**src/rtl/control_unit_pkg.sv**
```systemverilog
// Shared opcode and ALU function constants plus the packed control word
// that travels from the decode table to the output register.
package control_unit_pkg;

    localparam logic [4:0] OP_NOP   = 5'd0;
    localparam logic [4:0] OP_MOV   = 5'd1;
    localparam logic [4:0] OP_MOVI  = 5'd2;
    localparam logic [4:0] OP_LOAD  = 5'd3;
    localparam logic [4:0] OP_STORE = 5'd4;
    localparam logic [4:0] OP_ADD   = 5'd5;
    localparam logic [4:0] OP_SUB   = 5'd6;
    localparam logic [4:0] OP_AND   = 5'd7;
    localparam logic [4:0] OP_OR    = 5'd8;
    localparam logic [4:0] OP_XOR   = 5'd9;
    localparam logic [4:0] OP_ADDI  = 5'd10;
    localparam logic [4:0] OP_SUBI  = 5'd11;
    localparam logic [4:0] OP_CMP   = 5'd12;
    localparam logic [4:0] OP_JMP   = 5'd13;
    localparam logic [4:0] OP_JZ    = 5'd14;
    localparam logic [4:0] OP_JNZ   = 5'd15;
    localparam logic [4:0] OP_JL    = 5'd16;
    localparam logic [4:0] OP_JG    = 5'd17;

    localparam logic [2:0] ALU_ADD = 3'b000;
    localparam logic [2:0] ALU_SUB = 3'b001;
    localparam logic [2:0] ALU_AND = 3'b010;
    localparam logic [2:0] ALU_OR  = 3'b011;
    localparam logic [2:0] ALU_XOR = 3'b100;

    typedef struct packed {
        logic       reg_write;
        logic       is_move;
        logic       is_mem_access;
        logic       is_imm;
        logic [2:0] alu_function;
        logic       flags_write;
        logic       dm_write_enable;
        logic       is_jz;
        logic       is_jnz;
        logic       is_jl;
        logic       is_jg;
        logic       is_jump;
    } ctrl_t;

    localparam ctrl_t CTRL_NOP = '0;

endpackage

```
**src/rtl/control_unit_if.sv**
```systemverilog
// Opcode in, decoded control strobes out; the master drives opcode and
// observes the controls, the slave (control_unit) does the reverse.
interface control_unit_if;

    logic [4:0] opcode;
    logic       reg_write;
    logic       is_move;
    logic       is_mem_access;
    logic       is_imm;
    logic [2:0] alu_function;
    logic       flags_write;
    logic       dm_write_enable;
    logic       is_jz;
    logic       is_jnz;
    logic       is_jl;
    logic       is_jg;
    logic       is_jump;

    modport master (
        output opcode,
        input  reg_write, is_move, is_mem_access, is_imm, alu_function,
        input  flags_write, dm_write_enable,
        input  is_jz, is_jnz, is_jl, is_jg, is_jump
    );

    modport slave (
        input  opcode,
        output reg_write, is_move, is_mem_access, is_imm, alu_function,
        output flags_write, dm_write_enable,
        output is_jz, is_jnz, is_jl, is_jg, is_jump
    );

endinterface

```
**src/rtl/control_decode.sv**
```systemverilog
// Purely combinational opcode-to-controls table; unlisted opcodes behave
// as NOP so the jump, move and store exclusivity holds by construction.
module control_decode
    import control_unit_pkg::*;
(
    input  logic [4:0] opcode,
    output ctrl_t      ctrl
);

    always_comb begin
        // NOTE: defaulting the whole word first keeps every path fully assigned, so no latch is inferred.
        ctrl = CTRL_NOP;
        case (opcode)
            OP_MOV: begin
                ctrl.reg_write = 1'b1;
                ctrl.is_move   = 1'b1;
            end
            OP_MOVI: begin
                ctrl.reg_write = 1'b1;
                ctrl.is_move   = 1'b1;
                ctrl.is_imm    = 1'b1;
            end
            OP_LOAD: begin
                ctrl.reg_write     = 1'b1;
                ctrl.is_mem_access = 1'b1;
                ctrl.is_imm        = 1'b1;
                ctrl.alu_function  = ALU_ADD;
            end
            OP_STORE: begin
                ctrl.is_mem_access   = 1'b1;
                ctrl.dm_write_enable = 1'b1;
                ctrl.is_imm          = 1'b1;
                ctrl.alu_function    = ALU_ADD;
            end
            OP_ADD, OP_SUB, OP_AND, OP_OR, OP_XOR: begin
                ctrl.reg_write   = 1'b1;
                ctrl.flags_write = 1'b1;
                case (opcode)
                    OP_SUB:  ctrl.alu_function = ALU_SUB;
                    OP_AND:  ctrl.alu_function = ALU_AND;
                    OP_OR:   ctrl.alu_function = ALU_OR;
                    OP_XOR:  ctrl.alu_function = ALU_XOR;
                    default: ctrl.alu_function = ALU_ADD;
                endcase
            end
            OP_ADDI, OP_SUBI: begin
                ctrl.reg_write    = 1'b1;
                ctrl.flags_write  = 1'b1;
                ctrl.is_imm       = 1'b1;
                ctrl.alu_function = (opcode == OP_SUBI) ? ALU_SUB : ALU_ADD;
            end
            OP_CMP: begin
                ctrl.flags_write  = 1'b1;
                ctrl.alu_function = ALU_SUB;
            end
            OP_JMP:  ctrl.is_jump = 1'b1;
            OP_JZ:   ctrl.is_jz   = 1'b1;
            OP_JNZ:  ctrl.is_jnz  = 1'b1;
            OP_JL:   ctrl.is_jl   = 1'b1;
            OP_JG:   ctrl.is_jg   = 1'b1;
            default: ctrl = CTRL_NOP;
        endcase
    end

endmodule

```
**src/rtl/control_unit.sv**
```systemverilog
// Registered instruction decoder: every control output is the decode of the
// opcode captured on the previous rising edge, cleared asynchronously by rst_n.
module control_unit
    import control_unit_pkg::*;
(
    input  logic          clk,
    input  logic          rst_n,
    control_unit_if.slave bus
);

    ctrl_t dec_ctrl;
    ctrl_t ctrl_d;
    ctrl_t ctrl_q;

    control_decode u_decode (
        .opcode (bus.opcode),
        .ctrl   (dec_ctrl)
    );

    always_comb begin
        ctrl_d = dec_ctrl;
    end

    // NOTE: the async clear is what drops the outputs mid-cycle; sequential state uses <= so every flop samples pre-edge values.
    always_ff @(posedge clk or negedge rst_n) begin
        if (!rst_n) begin
            ctrl_q <= CTRL_NOP;
        end else begin
            ctrl_q <= ctrl_d;
        end
    end

    assign bus.reg_write       = ctrl_q.reg_write;
    assign bus.is_move         = ctrl_q.is_move;
    assign bus.is_mem_access   = ctrl_q.is_mem_access;
    assign bus.is_imm          = ctrl_q.is_imm;
    assign bus.alu_function    = ctrl_q.alu_function;
    assign bus.flags_write     = ctrl_q.flags_write;
    assign bus.dm_write_enable = ctrl_q.dm_write_enable;
    assign bus.is_jz           = ctrl_q.is_jz;
    assign bus.is_jnz          = ctrl_q.is_jnz;
    assign bus.is_jl           = ctrl_q.is_jl;
    assign bus.is_jg           = ctrl_q.is_jg;
    assign bus.is_jump         = ctrl_q.is_jump;

endmodule

```
**src/flat_wrapper.sv**
```systemverilog
// flat-port wrapper written by rule: the top's interface ports become plain ports
module control_unit_flat import control_unit_pkg::*;
  (clk, rst_n, bus_opcode, bus_reg_write, bus_is_move, bus_is_mem_access, bus_is_imm, bus_alu_function, bus_flags_write, bus_dm_write_enable, bus_is_jz, bus_is_jnz, bus_is_jl, bus_is_jg, bus_is_jump);
  control_unit_if bus_i ();
  input  logic clk;
  input  logic rst_n;
  input wire logic [$bits(bus_i.opcode)-1:0] bus_opcode;
  output wire logic [$bits(bus_i.reg_write)-1:0] bus_reg_write;
  output wire logic [$bits(bus_i.is_move)-1:0] bus_is_move;
  output wire logic [$bits(bus_i.is_mem_access)-1:0] bus_is_mem_access;
  output wire logic [$bits(bus_i.is_imm)-1:0] bus_is_imm;
  output wire logic [$bits(bus_i.alu_function)-1:0] bus_alu_function;
  output wire logic [$bits(bus_i.flags_write)-1:0] bus_flags_write;
  output wire logic [$bits(bus_i.dm_write_enable)-1:0] bus_dm_write_enable;
  output wire logic [$bits(bus_i.is_jz)-1:0] bus_is_jz;
  output wire logic [$bits(bus_i.is_jnz)-1:0] bus_is_jnz;
  output wire logic [$bits(bus_i.is_jl)-1:0] bus_is_jl;
  output wire logic [$bits(bus_i.is_jg)-1:0] bus_is_jg;
  output wire logic [$bits(bus_i.is_jump)-1:0] bus_is_jump;
  assign bus_i.opcode = bus_opcode;
  assign bus_reg_write = bus_i.reg_write;
  assign bus_is_move = bus_i.is_move;
  assign bus_is_mem_access = bus_i.is_mem_access;
  assign bus_is_imm = bus_i.is_imm;
  assign bus_alu_function = bus_i.alu_function;
  assign bus_flags_write = bus_i.flags_write;
  assign bus_dm_write_enable = bus_i.dm_write_enable;
  assign bus_is_jz = bus_i.is_jz;
  assign bus_is_jnz = bus_i.is_jnz;
  assign bus_is_jl = bus_i.is_jl;
  assign bus_is_jg = bus_i.is_jg;
  assign bus_is_jump = bus_i.is_jump;
  control_unit u_core (.clk(clk), .rst_n(rst_n), .bus(bus_i));
endmodule
```
**config.mk**
```make
export PLATFORM = sky130hd
export DESIGN_NAME = control_unit_flat
export DESIGN_NICKNAME = d
export VERILOG_FILES = /design/src/rtl/control_unit_pkg.sv /design/src/rtl/control_unit_if.sv /design/src/rtl/control_decode.sv /design/src/rtl/control_unit.sv /design/src/flat_wrapper.sv
export SDC_FILE = /design/constraint.sdc
export NUM_CORES = 1
export LEC_CHECK = 0
export CAP_MARGIN = 30
export CORE_UTILIZATION = 44
export DETAILED_ROUTE_END_ITERATION = 16
export GPL_TIMING_DRIVEN = 0
export PLACE_DENSITY = 0.81
export SYNTH_ARGS = -nofsm -noshare
export SYNTH_HDL_FRONTEND = slang
export SYNTH_SLANG_ARGS = --single-unit
```
**constraint.sdc**
```tcl
create_clock -name clk -period 0.87 [get_ports clk]
set_clock_uncertainty 0.1 [all_clocks]
set_input_delay 0.174 -clock clk [delete_from_list [all_inputs] [get_ports clk]]
set_output_delay 0.174 -clock clk [all_outputs]
set_load 0.05 [all_outputs]
```
Yosys cells after proc, flatten, opt, wreduce, memory -nomap -nowiden
Index checks and enable logic that the tools add are counted.
{"block": "op_classes", "n_div": 0, "n_bitwise": 0, "n_shift": 0, "multipliers": 0, "muxes": 14, "n_addsub": 0, "eq_ne": 17, "n_reduce_logical": 7, "magnitude_cmp": 0}
{"cell": "$eq 5x4->1 const B", "count": 8}
{"cell": "$eq 5x3->1 const B", "count": 4}
{"cell": "$mux 1", "count": 12}
{"cell": "$pmux 3 s4", "count": 1}
{"cell": "$eq 5x2->1 const B", "count": 2}
{"cell": "$eq 5x5->1 const B", "count": 2}
{"cell": "$reduce_or 10->1", "count": 1}
{"cell": "$reduce_or 5->1", "count": 2}
{"cell": "$pmux 3 s3", "count": 1}
{"cell": "$reduce_or 8->1", "count": 1}
{"cell": "$reduce_or 2->1", "count": 3}
{"cell": "$eq 5x1->1 const B", "count": 1}
{"block": "word_totals", "output_inout_bits": 14, "word_cells": 50, "mem_bits_rw": 0, "mem_bits_ro": 0, "register_bits": 14, "in_bits": 7, "latch_bits": 0, "mem_count": 0}

Longest topological paths before layout
Gate-level depths: netlist (run 1).
{"block": "depth", "ltp_word": 3, "mapped_depth": 4, "depth_no_buf": 3}

Modules after synthesis
A second synthesis (run 1) with hierarchy kept.
{"block": "unflattened", "hier_cells": 55, "area_unflattened_um2": 631.9}
{"module": "control_unit", "instances": 1, "cells_per_inst": 14, "seq_area_each_um2": 350.3, "area_each_um2": 350.3}
{"module": "control_decode", "instances": 1, "cells_per_inst": 41, "seq_area_each_um2": 0.0, "area_each_um2": 281.5}

Worst setup path before layout (run 1)
No wires, ideal clock.
{"block": "synth_timing", "path_kind": "input -> register", "startpoint": "input bus_opcode[3]", "endpoint": "register u_core.ctrl_q, in the netlist u_core.bus.alu_function[0]", "path_stages": 4, "arrival_ns": 0.836, "path_buffers": 1, "setup_slack_ns": -0.161, "t_required_ns": 0.675, "cell_sequence": "buf_4 > and2b_1 > or3b_1 > o31ai_1"}
{"element": "start, declared", "line_no": "flat_wrapper.sv:7", "source": "input wire logic [$bits(bus_i.opcode)-1:0] bus_opcode;"}
{"element": "end signal, assigned", "line_no": "control_unit.sv:29", "source": "ctrl_q <= ctrl_d;"}
{"element": "end, declared", "line_no": "control_unit.sv:13", "source": "ctrl_t ctrl_q;"}

Worst setup path after layout (run 1)
{"block": "layout_timing", "startpoint": "register u_core.ctrl_q, in the netlist u_core.bus.is_jz", "endpoint": "output bus_is_jz"}
{"element": "end, declared", "line_no": "flat_wrapper.sv:15", "source": "output wire logic [$bits(bus_i.is_jz)-1:0] bus_is_jz;"}
No word-level cell between the ends.

==> results of run 1 <==
[synthesized netlist by cell type]
cell,number
a211oi_1,1
and2b_1,1
mux2_2,1
nand3_1,1
nor2b_1,1
a21oi_1,2
nor3_1,3
o21ai_0,1
or3b_1,1
nand2b_1,3
nor3b_1,2
nand2_1,4
buf_4,2
nor4_1,1
xor2_1,1
nand3b_1,1
dfrtp_1,14
o31ai_1,1
xnor2_1,1
mux2i_1,1
nor2_1,7
buf_2,2
[power groups by stage]
| stage | Combinational [mW] | Clock [mW] | Sequential (mW) |
|---|---|---|---|
| 2_1_floorplan | 0.0844 | 0 | 0.767 |
| 5_1_grt | 0.320 | 0.383 | 0.682 |
| 4_1_cts | 0.291 | 0.351 | 0.681 |
| 6_report | 0.299 | 0.343 | 0.681 |
| 3_3_place_gp | 0.254 | 0 | 0.688 |
| 3_5_place_dp | 0.259 | 0 | 0.689 |
[metal layers]
layer / GRT usage / part of all wire / vias to the layer above
met1: 0.273 / 0.38 / 222
met5: 0 / 0 / -
li1: - / - / 228
met3: 0.0523 / 0.062 / 4
met4: 0.134 / 0.016 / 0
met2: 0.292 / 0.54 / 21
[cell type report]
class                           count  share of cell area
Sequential cell                    14               0.388
Timing Repair Buffer               23               0.283
Multi-Input combinational cell     34               0.237
Buffer                              4              0.0472
Clock buffer                        3              0.0250
Tap cell                           14              0.0194
[cell families (layout without fill, tap and decap cells)]
kind of cell	Yosys count	after routing	share of synthesized area
AOI/OAI and AO/OA	5	5	0.0522
muxes	2	2	0.0370
buffers and inverters	4	30	0.0435
and+or+nand+nor	25	25	0.228
xor gates and xnor gates	2	2	0.0304
DFF	14	14	0.609
[registers in the layout, indices dropped and copies added, names as in the netlist]
| register | count |
|---|---|
| u_core.bus.is_jnz | 1 |
| u_core.bus.is_jg | 1 |
| u_core.bus.reg_write | 1 |
| u_core.bus.is_imm | 1 |
| u_core.bus.dm_write_enable | 1 |
| u_core.bus.is_jz | 1 |
| u_core.bus.is_jump | 1 |
| u_core.bus.is_mem_access | 1 |
| u_core.bus.is_move | 1 |
| u_core.bus.alu_function | 3 |
| u_core.bus.is_jl | 1 |
| u_core.bus.flags_write | 1 |
[final timing paths]
kind,startpoint,end,slack (ps),cells past startpoint
max in group asynchronous,rst_n,u_core.bus.dm_write_enable,500,1
setup / recovery,u_core.bus.is_jz,bus_is_jz,-220,1
min in group clk,bus_opcode[3],u_core.bus.is_mem_access,-20,2
hold / removal,rst_n,u_core.bus.is_jnz,-210,1
[timing repair]
| item | CTS | global route |
|---|---|---|
| hold endpoints to repair | 2 | 16 |
| pin swaps | 3 | 0 |
| resized for setup | 114 | 6 |
| endpoints found under the setup margin | 28 | 31 |
| setup buffers | 4 | 0 |
[placed cells by master, fill, tap and decap left out, drive strengths merged, types with 2 or more instances in the layout]
cell / count
clkbuf: 3
nor2: 7
a21oi: 2
nand2: 4
buf: 25
nor3b: 2
nor3: 3
dfrtp: 14
nand2b: 3
==> flow_summary.yaml, run 1 <==
synth:
  yosysWarnings: 0
  yosys.area.top_type: "dfrtp_1"
  synth_seq_cells: 14
  synth_area_leaders: "dfrtp_1 (61%), nor2_1 (4.6%), nand2b_1 (3.3%)"
  syn_nets: 59
  netlist-cell-type-count: 22
  synth_top_area_frac: 0.609
  synth_area_sq_um: 576
  ys_seq_area_frac: 0.609
  postSynthAreaPerCell_sq_um: 11.1
  syn_inst: 52
grt:
  grt_max_degree: 15
  grt_pass1_vias: 413
  grt_pass1_wl_mm: 1.93
  gr-total-overflow: 0
  antenna_found_initial: 0
  grt_usage: 0.205
setup_path:
  max_stage_delay_ps: 390
  critPathCaptureType: "output pin"
  critical_path_class: "reg2out"
  arrival_ps: 820
  critPathRequiredTime_ps: 600
  crit_path_cell_trace: "buf_6"
  cp_top_family: "flip-flops"
  slowest_stage: "dfrtp_1"
  cp_num_buf_inv: 1
  crit_path_max_fanout: 1
  cp-start-kind: "register"
timing:
  setup_violations: 14
  clock.fmax_mhz: 914
  tightestPinTransition_ps: 596
  slew_headroom: 0.602
  setup_tns_ps: -2840
  whs_ps: -215
  rsz0062_at_grt: "yes"
  min_period_over_period: 1.26
  hold_viol: 16
  finalCriticalPeriod_ps: 1090
  final.setup.worst_slack_ps: -224
  slew_violations: 0
final_layout:
  nets: 87
  drive_gt1_frac: 0.423
  fin_util: 0.780
  ff_latch_area_sq_um: 350
  multi_input_area_sq_um: 214
  diodes: 0
  syn_to_final_growth_pct: 56.7
  stdcell_count: 92
  fin_area_sq_um: 902
  nFillCells: 67
clocking:
  cts.htree.levels: 1
  cts_root_buffer: "clkbuf_4"
  clock_path_buffers: 2
  cts.sinks: 14
  clk_pin_slew_ps: 70
  cts_tree: "yes"
  numCtsBuffers: 3
floorplan:
  rows: 12
  fp.dieW_um: 38.2
  initial_core_util: 0.498
  io_pins: 21
  die_height_um: 38.2
  core-area_sq_um: 1160
  dieArea_sq_um: 1460
power_and_ir_drop:
  combPwrFrac: 0.226
  finalPower_mw: 1.32
  pwr-share-seq: 0.515
  switchingPower_mw: 0.363
  swShare: 0.275
  p_leak_nw: 0.438
  p_int_mw: 0.960
  vdd_drop_max_v: 0.000920
  clock_power_share: 0.259
  power.density_nw_per_um2: 1470
run:
  drv_cap: 0
place:
  placed_cell_area_sq_um: 797
  dp_hpwl_um: 704
  pre_cts_ws_ps: -748
  io_buffers: 19
  place_inst: 85
  place.gp.congestion: 0.771
detailed_routing:
  initialDrtViolationCount: 11
  wl_per_cell_um: 12.8
  drc_errors: 0
  dr.pass1.iters: 4
  postRouteAntennaNets: 0
  wl_mm: 1.18
  vias: 475
  vias_per_cell: 5.16
min_path:
  hold_path.class: "in2async"
run_status:
  violations: "negative hold slack, negative setup slack"
  status: "finished with violations"
(Power assumes the default switching activity.)
==> inputs of run 2 (changes only) <==
ABC_AREA = 1   (was not set)
CORE_AREA = 2 2 39 41   (was not set)
CORE_UTILIZATION = not set   (was 44)
DIE_AREA = 0 0 41 43   (was not set)
PLACE_DENSITY = 0.79   (was 0.81)
==> run 2 against run 1 <==
- the run still ends with negative hold slack, negative setup slack left
- sequential share of layout area rose by 3.7 points
- setup slack better by 18 ps
- first-iteration DRC count stayed put
- total power fell by 3.3%
- sequential cell count stayed put
- critical path depth is the same
- sequential power is essentially flat
- core utilization fell by 19 points
- clock power hardly changed
- combinational power down 15%
- synthesized cell count is 15% higher
==> flow_summary.yaml, run 2 <==
clocking:
  cts.sinks: 14
  cts-hold-fix-buffers: 0
  cts_setup_buffers: 0
  cts_root_buffer: "clkbuf_4"
  numCtsBuffers: 3
  cts_tree: "yes"
  cts.htree.levels: 1
  clock_path_buffers: 2
  clk_pin_slew_ps: 70
final_layout:
  final_cell_mix: "buf_6 (14), dfrtp_1 (14), nand2_1 (11), nor2_1 (11)"
  largest_register_ffs: 3
  fin_area_sq_um: 823
  diodes: 0
  multi_input_area_sq_um: 195
  nFillCells: 117
  syn_to_final_growth_pct: 46.2
  fin_util: 0.595
  ff_latch_area_sq_um: 350
  nets: 92
  drive_gt1_frac: 0.361
floorplan:
  fp.dieW_um: 41
  die_height_um: 43
  dieArea_sq_um: 1760
  io_pins: 21
  rows: 14
  core-area_sq_um: 1380
  initial_core_util: 0.407
synth:
  synth_seq_cells: 14
  netlist-cell-type-count: 14
  syn_inst: 60
  postSynthAreaPerCell_sq_um: 9.38
  synth_area_leaders: "dfrtp_1 (62%), nand2_1 (7.3%), nor2_1 (7.3%)"
  synth_top_area_frac: 0.622
  syn_nets: 67
  synth_common_cells: "dfrtp_1 (14), nand2_1 (11), nor2_1 (11)"
  synth.most_common_cell: "dfrtp_1"
  synth_top_family_by_area: "simple AND/OR/NAND/NOR gates"
  synthMuxAreaShare: 0
  yosys.area.top_type: "dfrtp_1"
  synth_fa_ha_area_frac: 0
  dominantRegCellSynth: "dfrtp_1"
  synth-compound-area-share: 0.0200
  ys_seq_area_frac: 0.622
  yosysWarnings: 0
  synth_xor_area_frac: 0
  post_synth_and_or_nand_nor_area_fraction: 0.304
  ys_async_sr_fraction: 1.00
  synth_edf_count: 0
  synth_area_sq_um: 563
timing:
  rsz0062_at_grt: "yes"
  tightestPinTransition_ps: 602
  whs_ps: -212
  slew_violations: 0
  final.setup.worst_slack_ps: -205
  clock.fmax_mhz: 930
  slew_headroom: 0.598
  hold_viol: 14
  setup_violations: 14
  finalCriticalPeriod_ps: 1080
  min_period_over_period: 1.24
run_status:
  status: "finished with violations"
  violations: "negative hold slack, negative setup slack"
power_and_ir_drop:
  vdd_drop_max_v: 0.000740
  power.density_nw_per_um2: 1550
  p_leak_nw: 0.450
min_path:
  hold_path.class: "in2async"
detailed_routing:
  drc_errors: 0
  wl_per_cell_um: 10.7
  wl_mm: 1.06
  initialDrtViolationCount: 11
  vias: 484
  vias_per_cell: 4.89
  dr.pass1.iters: 4
  postRouteAntennaNets: 0
grt:
  grt_max_degree: 15
  antenna_found_initial: 0
  grt_usage: 0.147
  grt_pass1_wl_mm: 1.73
  gr-total-overflow: 0
  grt_pass1_vias: 417
setup_path:
  cp_top_family: "flip-flops"
  critPathRequiredTime_ps: 600
  cp-start-kind: "register"
  critical_path_class: "reg2out"
  max_stage_delay_ps: 380
  cp_num_buf_inv: 1
  critPathCaptureType: "output pin"
  crit_path_cell_trace: "buf_6"
  slowest_stage: "dfrtp_1"
  crit_path_max_fanout: 1
  arrival_ps: 800
run:
  drv_cap: 0
place:
  io_buffers: 20
  place.gp.congestion: 0.906
  placed_cell_area_sq_um: 783
  pre_cts_ws_ps: -511
  dp_hpwl_um: 825
==> run 2: cell count changes after synthesis, sizes merged, moves of 3 or more <==
cell,previous run,this run
inv,0,8
nor2,7,13
nand2b,3,0
buf,4,0
nand2,4,13
nand3,1,5
==> run 2: where the power goes <==
part	internal, mW	total (mW)	leakage [nW]	switching [mW]
logic	0.0807	0.253	0.245	0.172
clock network	0.160	0.344	0.0138	0.184
registers	0.672	0.682	0.191	0.00959
total	0.913	1.28	0.450	0.366
==> run 2: area by class of cell <==
cell class | count | share of cell area
Multi-Input combinational cell | 38 | 0.237
Timing Repair Buffer | 20 | 0.249
Inverter | 8 | 0.0365
Sequential cell | 14 | 0.426
Clock buffer | 3 | 0.0274
Tap cell | 16 | 0.0243
==> run 2: worst max path at each step <==
| stage | end | slack (ps) | startpoint | cells past startpoint |
|---|---|---|---|---|
| after CTS | bus_alu_function[2] | -210 | u_core.bus.alu_function[2] | 1 |
| final | bus_alu_function[2] | -210 | u_core.bus.alu_function[2] | 1 |
| after floorplan | bus_alu_function[0] | 10 | u_core.bus.alu_function[0] | 0 |
| after global placement | bus_is_jg | -500 | u_core.bus.is_jg | 1 |
| after detailed placement | u_core.bus.flags_write | -510 | bus_opcode[1] | 5 |
| after global routing | bus_dm_write_enable | -230 | u_core.bus.dm_write_enable | 1 |
==> run 2: what timing repair did <==
action / in CTS / in global routing
hold endpoints to repair: 0 / 14
pin swaps: 0 / 2
resized for setup: 103 / 11
setup endpoints to repair: 28 / 33
==> run 2: per-stage QoR <==
step	setup TNS (ps)	total power, mW	hold slack, ps	cells
2_1_floorplan	0	0.833	-222	60
3_3_place_gp	-15220	0.937	466	96
3_5_place_dp	-16100	0.941	487	96
4_1_cts	-2900	1.28	185	99
5_1_grt	-3130	1.33	-158	99
6_report	-2810	1.28	-212	99
==> run 2: cell families (layout without fill, tap and decap cells) <==
| logic type | Yosys count | after routing |
|---|---|---|
| buf+inv | 8 | 31 |
| simple gates | 36 | 36 |
| flops | 14 | 14 |
| compound gates | 2 | 2 |
==> run 2: per-layer routing <==
metal  track usage  vias up  wire [um]
met2         0.203       23        514
met3        0.0157        4         72
met1         0.196      223        444
met5             0        -          0
met4         0.120        0         31
li1              -      234          -
